File: config.mk
export PLATFORM = sky130hd
export DESIGN_NAME = ecc_multilane_dec
export DESIGN_NICKNAME = d
export VERILOG_FILES = /design/src/rtl/ecc_pkg.sv /design/src/rtl/ecc_dec.sv /design/src/rtl/ecc_multilane_dec.sv
export SDC_FILE = /design/constraint.sdc
export NUM_CORES = 2
export LEC_CHECK = 0
export BUFFER_PORTS_ARGS = -buffer_cell sky130_fd_sc_hd__buf_2
export CORE_MARGIN = 10
export CORE_UTILIZATION = 35
export DETAILED_ROUTE_END_ITERATION = 7
export SLEW_MARGIN = 20
export SYNTH_ARGS = -nofsm -noshare
export SYNTH_HDL_FRONTEND = slang
export SYNTH_SLANG_ARGS = --single-unit
File: constraint.sdc
create_clock -name clk_i -period 3.6 [get_ports clk_i]
set_input_delay 0.36 -clock clk_i [delete_from_list [all_inputs] [get_ports clk_i]]
set_output_delay 0.36 -clock clk_i [all_outputs]
set_load 0.05 [all_outputs]
File: src/rtl/ecc_pkg.sv
// ecc_pkg: shared definitions for the SECDED (extended Hamming) encoder/decoder.
//   calculate_m : number of Hamming check bits for K information bits.
//   cw_width    : full codeword width N = K + M + 1 (includes extended parity).
//   cw_hpos     : Hamming position held by a codeword bit (0 = extended parity).
//   cw_idx      : inverse of cw_hpos for positions 1..N-1.
//   data_hpos   : Hamming position of the j-th information bit.
// Codeword layout: Hamming positions 1..N-1 carry check bits at powers of two and
// information bits (in ascending order) everywhere else. The extended parity bit
// sits at bit N-1 when P0_LSB=0, or at bit 0 when P0_LSB=1.
package ecc_pkg;

    function automatic int calculate_m(input int k);
        for (int m = 1; m < 32; m++) begin
            if ((1 << m) >= (m + k + 1)) return m;
        end
        return 32;
    endfunction

    function automatic int cw_width(input int k);
        return k + calculate_m(k) + 1;
    endfunction

    function automatic int cw_hpos(input int idx, input int n, input bit p0_lsb);
        if (p0_lsb) return idx;
        return (idx == n - 1) ? 0 : idx + 1;
    endfunction

    function automatic int cw_idx(input int hpos, input bit p0_lsb);
        return p0_lsb ? hpos : hpos - 1;
    endfunction

    function automatic int data_hpos(input int j);
        int cnt;
        cnt = 0;
        for (int h = 3; h < 4 * j + 8; h++) begin
            if ((h & (h - 1)) != 0) begin
                if (cnt == j) return h;
                cnt++;
            end
        end
        return 0;
    endfunction

    // Types for the default DDR3 configuration (64 information bits per lane).
    localparam int ECC_K = 64;
    localparam int ECC_M = calculate_m(ECC_K);
    localparam int ECC_N = cw_width(ECC_K);

    typedef logic [ECC_M:0]   ecc_syndrome_t;  // {overall parity, Hamming syndrome}
    typedef logic [ECC_N-1:0] ecc_codeword_t;

endpackage

File: src/rtl/ecc_dec.sv
// ecc_dec: combinational SECDED decoder for one codeword.
//   cw_i       in  N    received codeword
//   data_o     out K    corrected information bits
//   sb_o       out 1    single-bit error found and corrected
//   db_o       out 1    uncorrectable (double-bit) error
//   syndrome_o out M+1  {overall parity, Hamming syndrome}
module ecc_dec
    import ecc_pkg::*;
#(
    parameter int K      = 64,
    parameter int P0_LSB = 0,
    localparam int M     = calculate_m(K),
    localparam int N     = K + M + 1
) (
    input  logic [N-1:0] cw_i,
    output logic [K-1:0] data_o,
    output logic         sb_o,
    output logic         db_o,
    output logic [M:0]   syndrome_o
);

    // Codeword bits whose Hamming position has bit b set feed syndrome bit b.
    function automatic logic [N-1:0] syn_mask(input int b);
        logic [N-1:0] m;
        m = '0;
        for (int i = 0; i < N; i++) begin
            if (((cw_hpos(i, N, P0_LSB != 0) >> b) & 1) != 0) m[i] = 1'b1;
        end
        return m;
    endfunction

    logic [M-1:0] syn;
    logic         par;
    logic         in_range;
    logic [N-1:0] cw_fix;

    for (genvar b = 0; b < M; b++) begin : g_syn
        localparam logic [N-1:0] MASK = syn_mask(b);
        assign syn[b] = ^(cw_i & MASK);
    end

    assign par      = ^cw_i;
    // A syndrome beyond the last position cannot come from a single flip.
    assign in_range = (syn <= M'(N - 1));

    // With odd overall parity the syndrome names the flipped position; 0 names
    // the extended parity bit itself.
    for (genvar i = 0; i < N; i++) begin : g_fix
        localparam int HP = cw_hpos(i, N, P0_LSB != 0);
        assign cw_fix[i] = cw_i[i] ^ (par && (syn == M'(HP)));
    end

    for (genvar j = 0; j < K; j++) begin : g_data
        assign data_o[j] = cw_fix[cw_idx(data_hpos(j), P0_LSB != 0)];
    end

    assign sb_o       = par && in_range;
    assign db_o       = (!par && (syn != '0)) || (par && !in_range);
    assign syndrome_o = {par, syn};

endmodule

File: src/rtl/ecc_multilane_dec.sv
// ecc_multilane_dec: LANES-wide, two-stage pipelined SECDED decoder with
// valid/ready flow control, saturating error counters and a first-error log.
//   clk_i, rst_i (sync, active-high)
//   in_valid_i/in_ready_o/in_data_i     input beat, lane i at [i*N +: N]
//   out_valid_o/out_ready_i/out_data_o  output beat, lane i at [i*K +: K]
//   out_sb_o/out_db_o                   per-lane corrected / uncorrectable flags
//   sb_cnt_o/db_cnt_o                   saturating lane-event counters
//   log_valid_o/log_lane_o/log_syndrome_o/log_db_o  first-error log
//   clr_i                               clears counters and log (not the pipeline)
// Handshake: a beat moves when valid && ready on the same rising edge; a stage
// loads only when it is empty or its contents move on in that same edge, so the
// output payload stays stable while out_valid_o && !out_ready_i.
module ecc_multilane_dec
    import ecc_pkg::*;
#(
    parameter int K      = 64,
    parameter int LANES  = 4,
    parameter int P0_LSB = 0,
    parameter int CNT_W  = 16,
    localparam int M     = calculate_m(K),
    localparam int N     = K + M + 1,
    localparam int LW    = (LANES > 1) ? $clog2(LANES) : 1
) (
    input  logic                 clk_i,
    input  logic                 rst_i,
    input  logic                 in_valid_i,
    output logic                 in_ready_o,
    input  logic [LANES*N-1:0]   in_data_i,
    output logic                 out_valid_o,
    input  logic                 out_ready_i,
    output logic [LANES*K-1:0]   out_data_o,
    output logic [LANES-1:0]     out_sb_o,
    output logic [LANES-1:0]     out_db_o,
    output logic [CNT_W-1:0]     sb_cnt_o,
    output logic [CNT_W-1:0]     db_cnt_o,
    output logic                 log_valid_o,
    output logic [LW-1:0]        log_lane_o,
    output logic [M:0]           log_syndrome_o,
    output logic                 log_db_o,
    input  logic                 clr_i
);

    // Wide enough that one beat's worth of events cannot overflow before saturation.
    localparam int SW = CNT_W + $clog2(LANES + 1);

    function automatic logic [SW-1:0] popcount(input logic [LANES-1:0] v);
        logic [SW-1:0] c;
        c = '0;
        for (int i = 0; i < LANES; i++) c = c + SW'(v[i]);
        return c;
    endfunction

    logic                     adv1, adv2, hs;
    logic                     s1_valid_q;
    logic [LANES*N-1:0]       s1_data_q;
    logic [LANES*K-1:0]       dec_data;
    logic [LANES-1:0]         dec_sb, dec_db;
    logic [LANES*(M+1)-1:0]   dec_syn;
    logic                     out_valid_q;
    logic [LANES*K-1:0]       out_data_q;
    logic [LANES-1:0]         out_sb_q, out_db_q;
    logic [LANES*(M+1)-1:0]   out_syn_q;

    logic [CNT_W-1:0]         sb_cnt_q, sb_cnt_d, db_cnt_q, db_cnt_d;
    logic                     log_valid_q, log_valid_d, log_db_q, log_db_d;
    logic [LW-1:0]            log_lane_q, log_lane_d;
    logic [M:0]               log_syn_q, log_syn_d;
    logic [SW-1:0]            sb_sum, db_sum;
    logic [CNT_W-1:0]         sb_sat, db_sat;
    logic [LW-1:0]            err_lane;
    logic [M:0]               err_syn;
    logic                     err_db;

    assign adv2       = !out_valid_q || out_ready_i;
    assign adv1       = !s1_valid_q || adv2;
    assign in_ready_o = adv1 && !rst_i;
    assign hs         = out_valid_q && out_ready_i;

    for (genvar i = 0; i < LANES; i++) begin : g_lane
        ecc_dec #(.K(K), .P0_LSB(P0_LSB)) u_dec (
            .cw_i       (s1_data_q[i*N +: N]),
            .data_o     (dec_data[i*K +: K]),
            .sb_o       (dec_sb[i]),
            .db_o       (dec_db[i]),
            .syndrome_o (dec_syn[i*(M+1) +: M+1])
        );
    end

    always_ff @(posedge clk_i) begin
        if (rst_i) begin
            s1_valid_q  <= 1'b0;
            s1_data_q   <= '0;
            out_valid_q <= 1'b0;
            out_data_q  <= '0;
            out_sb_q    <= '0;
            out_db_q    <= '0;
            out_syn_q   <= '0;
        end else begin
            if (adv1) begin
                s1_valid_q <= in_valid_i;
                s1_data_q  <= in_data_i;
            end
            if (adv2) begin
                out_valid_q <= s1_valid_q;
                out_data_q  <= dec_data;
                out_sb_q    <= dec_sb;
                out_db_q    <= dec_db;
                out_syn_q   <= dec_syn;
            end
        end
    end

    // Scan from the top lane down so the lowest erroring lane wins.
    always_comb begin
        err_lane = '0;
        err_syn  = '0;
        err_db   = 1'b0;
        for (int i = LANES - 1; i >= 0; i--) begin
            if (out_sb_q[i] || out_db_q[i]) begin
                err_lane = LW'(i);
                err_syn  = out_syn_q[i*(M+1) +: M+1];
                err_db   = out_db_q[i];
            end
        end
    end

    assign sb_sum = SW'(sb_cnt_q) + popcount(out_sb_q);
    assign db_sum = SW'(db_cnt_q) + popcount(out_db_q);
    assign sb_sat = (|sb_sum[SW-1:CNT_W]) ? {CNT_W{1'b1}} : sb_sum[CNT_W-1:0];
    assign db_sat = (|db_sum[SW-1:CNT_W]) ? {CNT_W{1'b1}} : db_sum[CNT_W-1:0];

    always_comb begin
        sb_cnt_d    = sb_cnt_q;
        db_cnt_d    = db_cnt_q;
        log_valid_d = log_valid_q;
        log_lane_d  = log_lane_q;
        log_syn_d   = log_syn_q;
        log_db_d    = log_db_q;
        if (clr_i) begin
            // Clear wins over a coincident handshake; that beat is not counted.
            sb_cnt_d    = '0;
            db_cnt_d    = '0;
            log_valid_d = 1'b0;
            log_lane_d  = '0;
            log_syn_d   = '0;
            log_db_d    = 1'b0;
        end else if (hs) begin
            sb_cnt_d = sb_sat;
            db_cnt_d = db_sat;
            if (!log_valid_q && (|(out_sb_q | out_db_q))) begin
                log_valid_d = 1'b1;
                log_lane_d  = err_lane;
                log_syn_d   = err_syn;
                log_db_d    = err_db;
            end
        end
    end

    always_ff @(posedge clk_i) begin
        if (rst_i) begin
            sb_cnt_q    <= '0;
            db_cnt_q    <= '0;
            log_valid_q <= 1'b0;
            log_lane_q  <= '0;
            log_syn_q   <= '0;
            log_db_q    <= 1'b0;
        end else begin
            sb_cnt_q    <= sb_cnt_d;
            db_cnt_q    <= db_cnt_d;
            log_valid_q <= log_valid_d;
            log_lane_q  <= log_lane_d;
            log_syn_q   <= log_syn_d;
            log_db_q    <= log_db_d;
        end
    end

    assign out_valid_o    = out_valid_q;
    assign out_data_o     = out_data_q;
    assign out_sb_o       = out_sb_q;
    assign out_db_o       = out_db_q;
    assign sb_cnt_o       = sb_cnt_q;
    assign db_cnt_o       = db_cnt_q;
    assign log_valid_o    = log_valid_q;
    assign log_lane_o     = log_lane_q;
    assign log_syndrome_o = log_syn_q;
    assign log_db_o       = log_db_q;

endmodule

; Word level (Yosys, flattened, before mapping)
; Index checks and enable logic that the tools add are counted.
; Widths: inputs -> output; s select.
[totals]
ff_bits = 630
in_bits = 293
[classes]
mux = 14
reduce_logical = 334
n_bitwise = 257
add_sub_neg = 8
eq_ne = 256
order_cmp = 4
[op_table]
columns = cell, count
row1 = $reduce_xor 72->1, 32
row2 = $eq 7x6->1 const B, 124
row3 = $eq 7x5->1 const B, 60
row4 = $logic_and 1x1->1, 271
row5 = $xor 1x1->1, 256
row6 = $eq 7x4->1 const B, 28
row7 = $eq 7x7->1 const B, 28
row8 = $eq 7x3->1 const B, 12
row9 = $add 16x4->17, 2
row10 = $mux 16, 2
row11 = $mux 8, 4
row12 = $eq 7x2->1 const B, 4
row13 = $le 7x7->1 const B, 4
row14 = $reduce_bool 7->1, 4
row15 = $logic_not 1->1, 12
row16 = $logic_or 1x1->1, 10
row17 = $add 3x1->4, 2
row18 = $mux 2, 4
row19 = $add 2x1->3, 2
row20 = $reduce_or 3->1, 2
row21 = $add 1x1->2, 2
row22 = $mux 1, 4
row23 = $or 4x4->4, 1
row24 = $reduce_or 4->1, 1
row25 = 2 further kinds, 2

; Logic depth before layout (Yosys ltp)
[logic_depth]
word_depth = 6
depth_mapped = 11
ltp_nobuf = 11

; By module
; A second synthesis with hierarchy kept.
[hier_totals]
hier_cells = 4072
area_unflattened_um2 = 34230.3
[modules_own_cells]
columns = module, n_inst, area_per_inst_um2, seq_area_each_um2, cells_per_inst
row1 = ecc_multilane_dec, 1, 22183.8, 12612.1, 2816
row2 = ecc_dec, 4, 3011.6, 0.0, 314

; Worst setup path before layout
; Ideal clock, no wire load.
[synth_path]
path_kind = register to register
from = register out_sb_q[1], in the netlist out_sb_o[1]
to = register sb_cnt_q[2], in the netlist sb_cnt_o[2]
path_slack_ps = 646
period_less_slack_ps = 2954
n_path_buf = 0
path_stages_with_launch = 11
arrival_time_ps = 2889
cell_sequence = dfxtp_1 -> fa_1 -> inv_1 -> fa_1 -> inv_1 -> fa_1 -> nand2_1 -> nor3_1 -> nand2_1 -> o21a_1 -> nor2_1
[synth_via]
elab_chain_cells = 6
[synth_rtl]
columns = element, line
row1 = start: declaration, ecc_multilane_dec.sv:61  ; logic [LANES-1:0] out_sb_q, out_db_q;
row2 = start signal: assignment, ecc_multilane_dec.sv:106  ; out_sb_q <= dec_sb;
row3 = $add 1x1->2 (*), ecc_multilane_dec.sv:49  ; for (int i = 0; i < LANES; i++) c = c + SW'(v[i]);
row4 = $add 2x1->3 (*), ecc_multilane_dec.sv:49
row5 = $add 3x1->4 (*), ecc_multilane_dec.sv:49
row6 = $add 16x4->17 (*), ecc_multilane_dec.sv:127  ; assign sb_sum = SW'(sb_cnt_q) + popcount(out_sb_q);
row7 = $reduce_or 3->1, ecc_multilane_dec.sv:129  ; assign sb_sat = (|sb_sum[SW-1:CNT_W]) ? {CNT_W{1'b1}} : sb_sum[CNT_W-1:0];
row8 = $mux 16 (*), ecc_multilane_dec.sv:129
row9 = end signal: assignment, ecc_multilane_dec.sv:168  ; sb_cnt_q <= sb_cnt_d;
row10 = end: declaration, ecc_multilane_dec.sv:64  ; logic [CNT_W-1:0] sb_cnt_q, sb_cnt_d, db_cnt_q, db_cnt_d;
; Mark *: on every way between the ends. The rest lies on a longest branch, timed or not.
; A chain may end at the register's enable or synchronous reset.

; Worst setup path in the final report
[layout_path]
from = register s1_data_q[46]
to = register out_data_q[40], in the netlist out_data_o[40]
[layout_via]
elab_chain_cells = 4
elab_cells_between_ends = 9
cone_classes = eq/ne (1) / bitwise (1) / reduce/logical (7)
[layout_rtl]
columns = element, line
row1 = start: declaration, ecc_multilane_dec.sv:55  ; logic [LANES*N-1:0] s1_data_q;
row2 = start signal: assignment, ecc_multilane_dec.sv:101  ; s1_data_q <= in_data_i;
row3 = $reduce_xor 72->1, ecc_dec.sv:39  ; assign syn[b] = ^(cw_i & MASK);
row4 = $eq 7x6->1, ecc_dec.sv:50  ; assign cw_fix[i] = cw_i[i] ^ (par && (syn == M'(HP)));
row5 = $logic_and 1x1->1, ecc_dec.sv:50
row6 = $xor 1x1->1 (*), ecc_dec.sv:50
row7 = end signal: assignment, ecc_multilane_dec.sv:105  ; out_data_q <= dec_data;
row8 = end: declaration, ecc_multilane_dec.sv:60  ; logic [LANES*K-1:0] out_data_q;
; Marked as above.

==> reports/qor.yml <==
layout:
  drive_gt1_share_pct: 19.4
  nets: 4841
  mostFrequentLayoutCells: "xnor2_1, dfxtp_1, nand2_1, buf_2, nor2_1"
  final_common_cell: "xnor2_1"
  syn_to_final_growth_pct: 28.1
routing:
  vias_per_cell: 5.07
  vias: 29300
  ant_nets: 0
  firstDrtPassIters: 5
  first_iter_violations: 2068
  routed_wirelength_um: 120000
  routedWlPerCell_um: 20.7
  drc: 0
synth:
  ys_types: 53
  syn_avg_cell_area_um2: 8.39
  yosys-top-cells-area: "dfxtp_1, xnor2_1, nand2_1"
  synth_compound_area_share_pct: 14.6
  synth_warnings: 0
  ys_ff_latch: 630
  ys_seq_area_share_pct: 39.3
  synth_top_area_share_pct: 39.3
  yosys.area_share.simple_pct: 17.8
  synthMuxAreaShare_pct: 0.156
  synthCells: 3822
  syn_area_um2: 32100
  yosys.area.top_type: "dfxtp_1"
  synth_top_family_by_area: "XOR/XNOR gates"
  synth_edf_count: 0
  synth_nets: 4123
  synthAdderAreaFrac_pct: 0.453
  async_reset_ff_share_pct: 0
  synth_flop_cell: "dfxtp_1"
  synth-xor-area-share_pct: 24.3
placed_design:
  pre_cts_ws_ns: 0.217
  portBuffers: 602
  hpwl_um: 88800
  gp_congestion: 0.887
global_routing:
  overflow: 0
  grt_start_max_net_pins: 177
  grt.busiest_layer: "met2"
  met3_usage_pct: 5.11
  grt.total_usage_pct: 22.1
  antenna_found_initial: 10
  grt_pass1_wl_um: 178000
  grtUsageMet2_pct: 36.0
  global_route.usage.met1_pct: 27.7
  grt_pass1_vias: 28900
die:
  chipWidth_um: 323
  die_area_um2: 104000
  io_pins: 603
  core_area_um2: 90400
  fp.dieH_um: 323
  start_util_pct: 35.5
  rows: 110
sta:
  skew_ns: 0.0376
  clock.fmax_mhz: 292
  fin_crit_ns: 3.43
  final-max-slew-violation-count: 0
  slew_headroom_pct: 18.5
  rsz0062_at_grt: "false"
  finalSetupViolations: 0
  timing.hold.ws_ns: 0.0346
  worst_slew_pin_slew_ns: 1.21
  finalHoldViolations: 0
  period_share_pct: 95.2
  setup_ws_ns: 0.172
worst_setup_path:
  criticalPathCategory: "reg2reg"
  endpoint: "out_data_o[40]"
  path_cells: "xor2_1, xnor2_1, xnor2_2, xnor2_1, nor4_1, o211ai_1, nor3_1, xnor2_1, a211oi_1"
  cp.arrival_ns: 3.95
  cp_max_fo: 8
  cpMostUsedCell: "xnor2_1"
  reg2reg_depth: 9
  slowest_stage: "nor4_1"
  end_kind: "register"
  cp-startpoint: "s1_data_q[46]"
  r2r-end: "out_data_o[40]"
  cp.required_ns: 4.12
  start_kind: "register"
  worstReg2RegStart: "s1_data_q[46]"
  rrSetupSlack_ns: 0.17
  cpPeakStageDelay_ns: 1.03
cts:
  cts.sinks: 630
  cts_made_buffers: 74
  clk_latency_ns: 0.61
  cts-root-buf: "clkbuf_16"
  clock_path_buffers: 3
  post_cts_buffers: 0
  cts_tree: "yes"
  clkTransAtPathRegs_ns: 0.06
  htree_num_levels: 3
power_and_ir_drop:
  peakVddDrop_mv: 1.45
  powerDensity_nw_per_um2: 874
  power_leakage_nw: 16.5
job:
  cap_viol_max_count: 0
status:
  outcome: "finished clean"
worst_hold_path:
  min_from: "in_data_i[32]"
  hold_class: "in2reg"
-- area by class of cell --
type / instances / area, µm²
clock inverter: 34 / 360
antenna: 1 / 2.50
multi-input combinational: 2915 / 18500
sequential: 630 / 12600
inverter: 13 / 48.8
tap: 1176 / 1470
clock buffer: 100 / 2090
fill: 8904 / 49300
timing repair buffer: 906 / 6000
-- synth_stat cells, drive strengths merged, types with 4 or more instances --
master,instances
a211oi,304
a21oi,326
a22oi,8
a31oi,6
and2,8
and3,11
and4,9
buf,24
clkbuf,240
dfxtp,630
fa,6
inv,13
mux2i,5
nand2,627
nand2b,4
nand3,14
nand4,4
nor2,345
nor3,270
nor4,34
o2111ai,27
o211ai,31
o21ai,14
or2,4
xnor2,723
xnor3,24
xor2,83
-- power by group --
group / total [mW] / internal, mW / switching, mW / leakage, nW
logic: 20.0 / 6.12 / 13.8 / 10.1
clock network: 7.58 / 4.47 / 3.11 / 1.20
registers: 8.35 / 7.68 / 0.670 / 5.21
-- layer usage --
metal	up-vias	wire length, µm
met5	-	110
met4	18	5280
met3	242	8640
met2	968	55400
met1	13600	50400
li1	14500	-
-- cells by family (layout without fill, tap and decap cells) --
kind of cell | count (synthesis) | after routing
simple gates | 1342 | 1342
xor+xnor | 830 | 830
compound gates | 730 | 730
fa+ha+maj | 8 | 8
other cells | 0 | 1
flops | 630 | 630
mux | 5 | 5
buf+inv | 277 | 1053
-- metrics by stage --
step / setup TNS [ns] / util, % / cells / total power [mW] / cell area (µm²)
global placement: -1.72 / 40.5 / 5451 / 27.8 / 36700
floorplan: 0 / - / 3822 / 20.8 / 32100
finish: 0 / 45.4 / 5775 / 35.9 / 41100
global route: 0 / 45.4 / 5774 / 37.6 / 41100
CTS: 0 / 45.4 / 5774 / 35.7 / 41000
detailed placement: 0 / 40.6 / 5451 / 27.8 / 36700
-- timing repair --
item                                    4_1_cts  5_1_grt
gates resized for setup                       0        9
endpoints found under the hold margin       189        0
endpoints found under the setup margin        0        9
hold buffers                                189        0
-- state kept, by name (all words and copies together), names as in the netlist --
name            flops
sb_cnt_o           16
log_lane_o          2
out_data_o        256
log_db_o            1
log_valid_o         1
s1_data_q         288
db_cnt_o           16
out_valid_o         1
out_db_o            4
out_syn_q          32
out_sb_o            4
s1_valid_q          1
log_syndrome_o      8
-- worst min-delay path by stage --
stage                      to  depth (start not counted)
2_1_floorplan  s1_data_q[147]                          2
3_3_place_gp    s1_data_q[79]                          2
3_5_place_dp   s1_data_q[147]                          2
4_1_cts         s1_data_q[88]                          3
5_1_grt        s1_data_q[102]                          3
6_report        s1_data_q[32]                          3
-- critical path: cells and delay by family (launching register included) --
family	cells	cell delay (ns)
compound gates	2	0.51
xor+xnor	5	1.06
simple gates	2	1.30
flops	1	0.46
(Power assumes the default switching activity.)
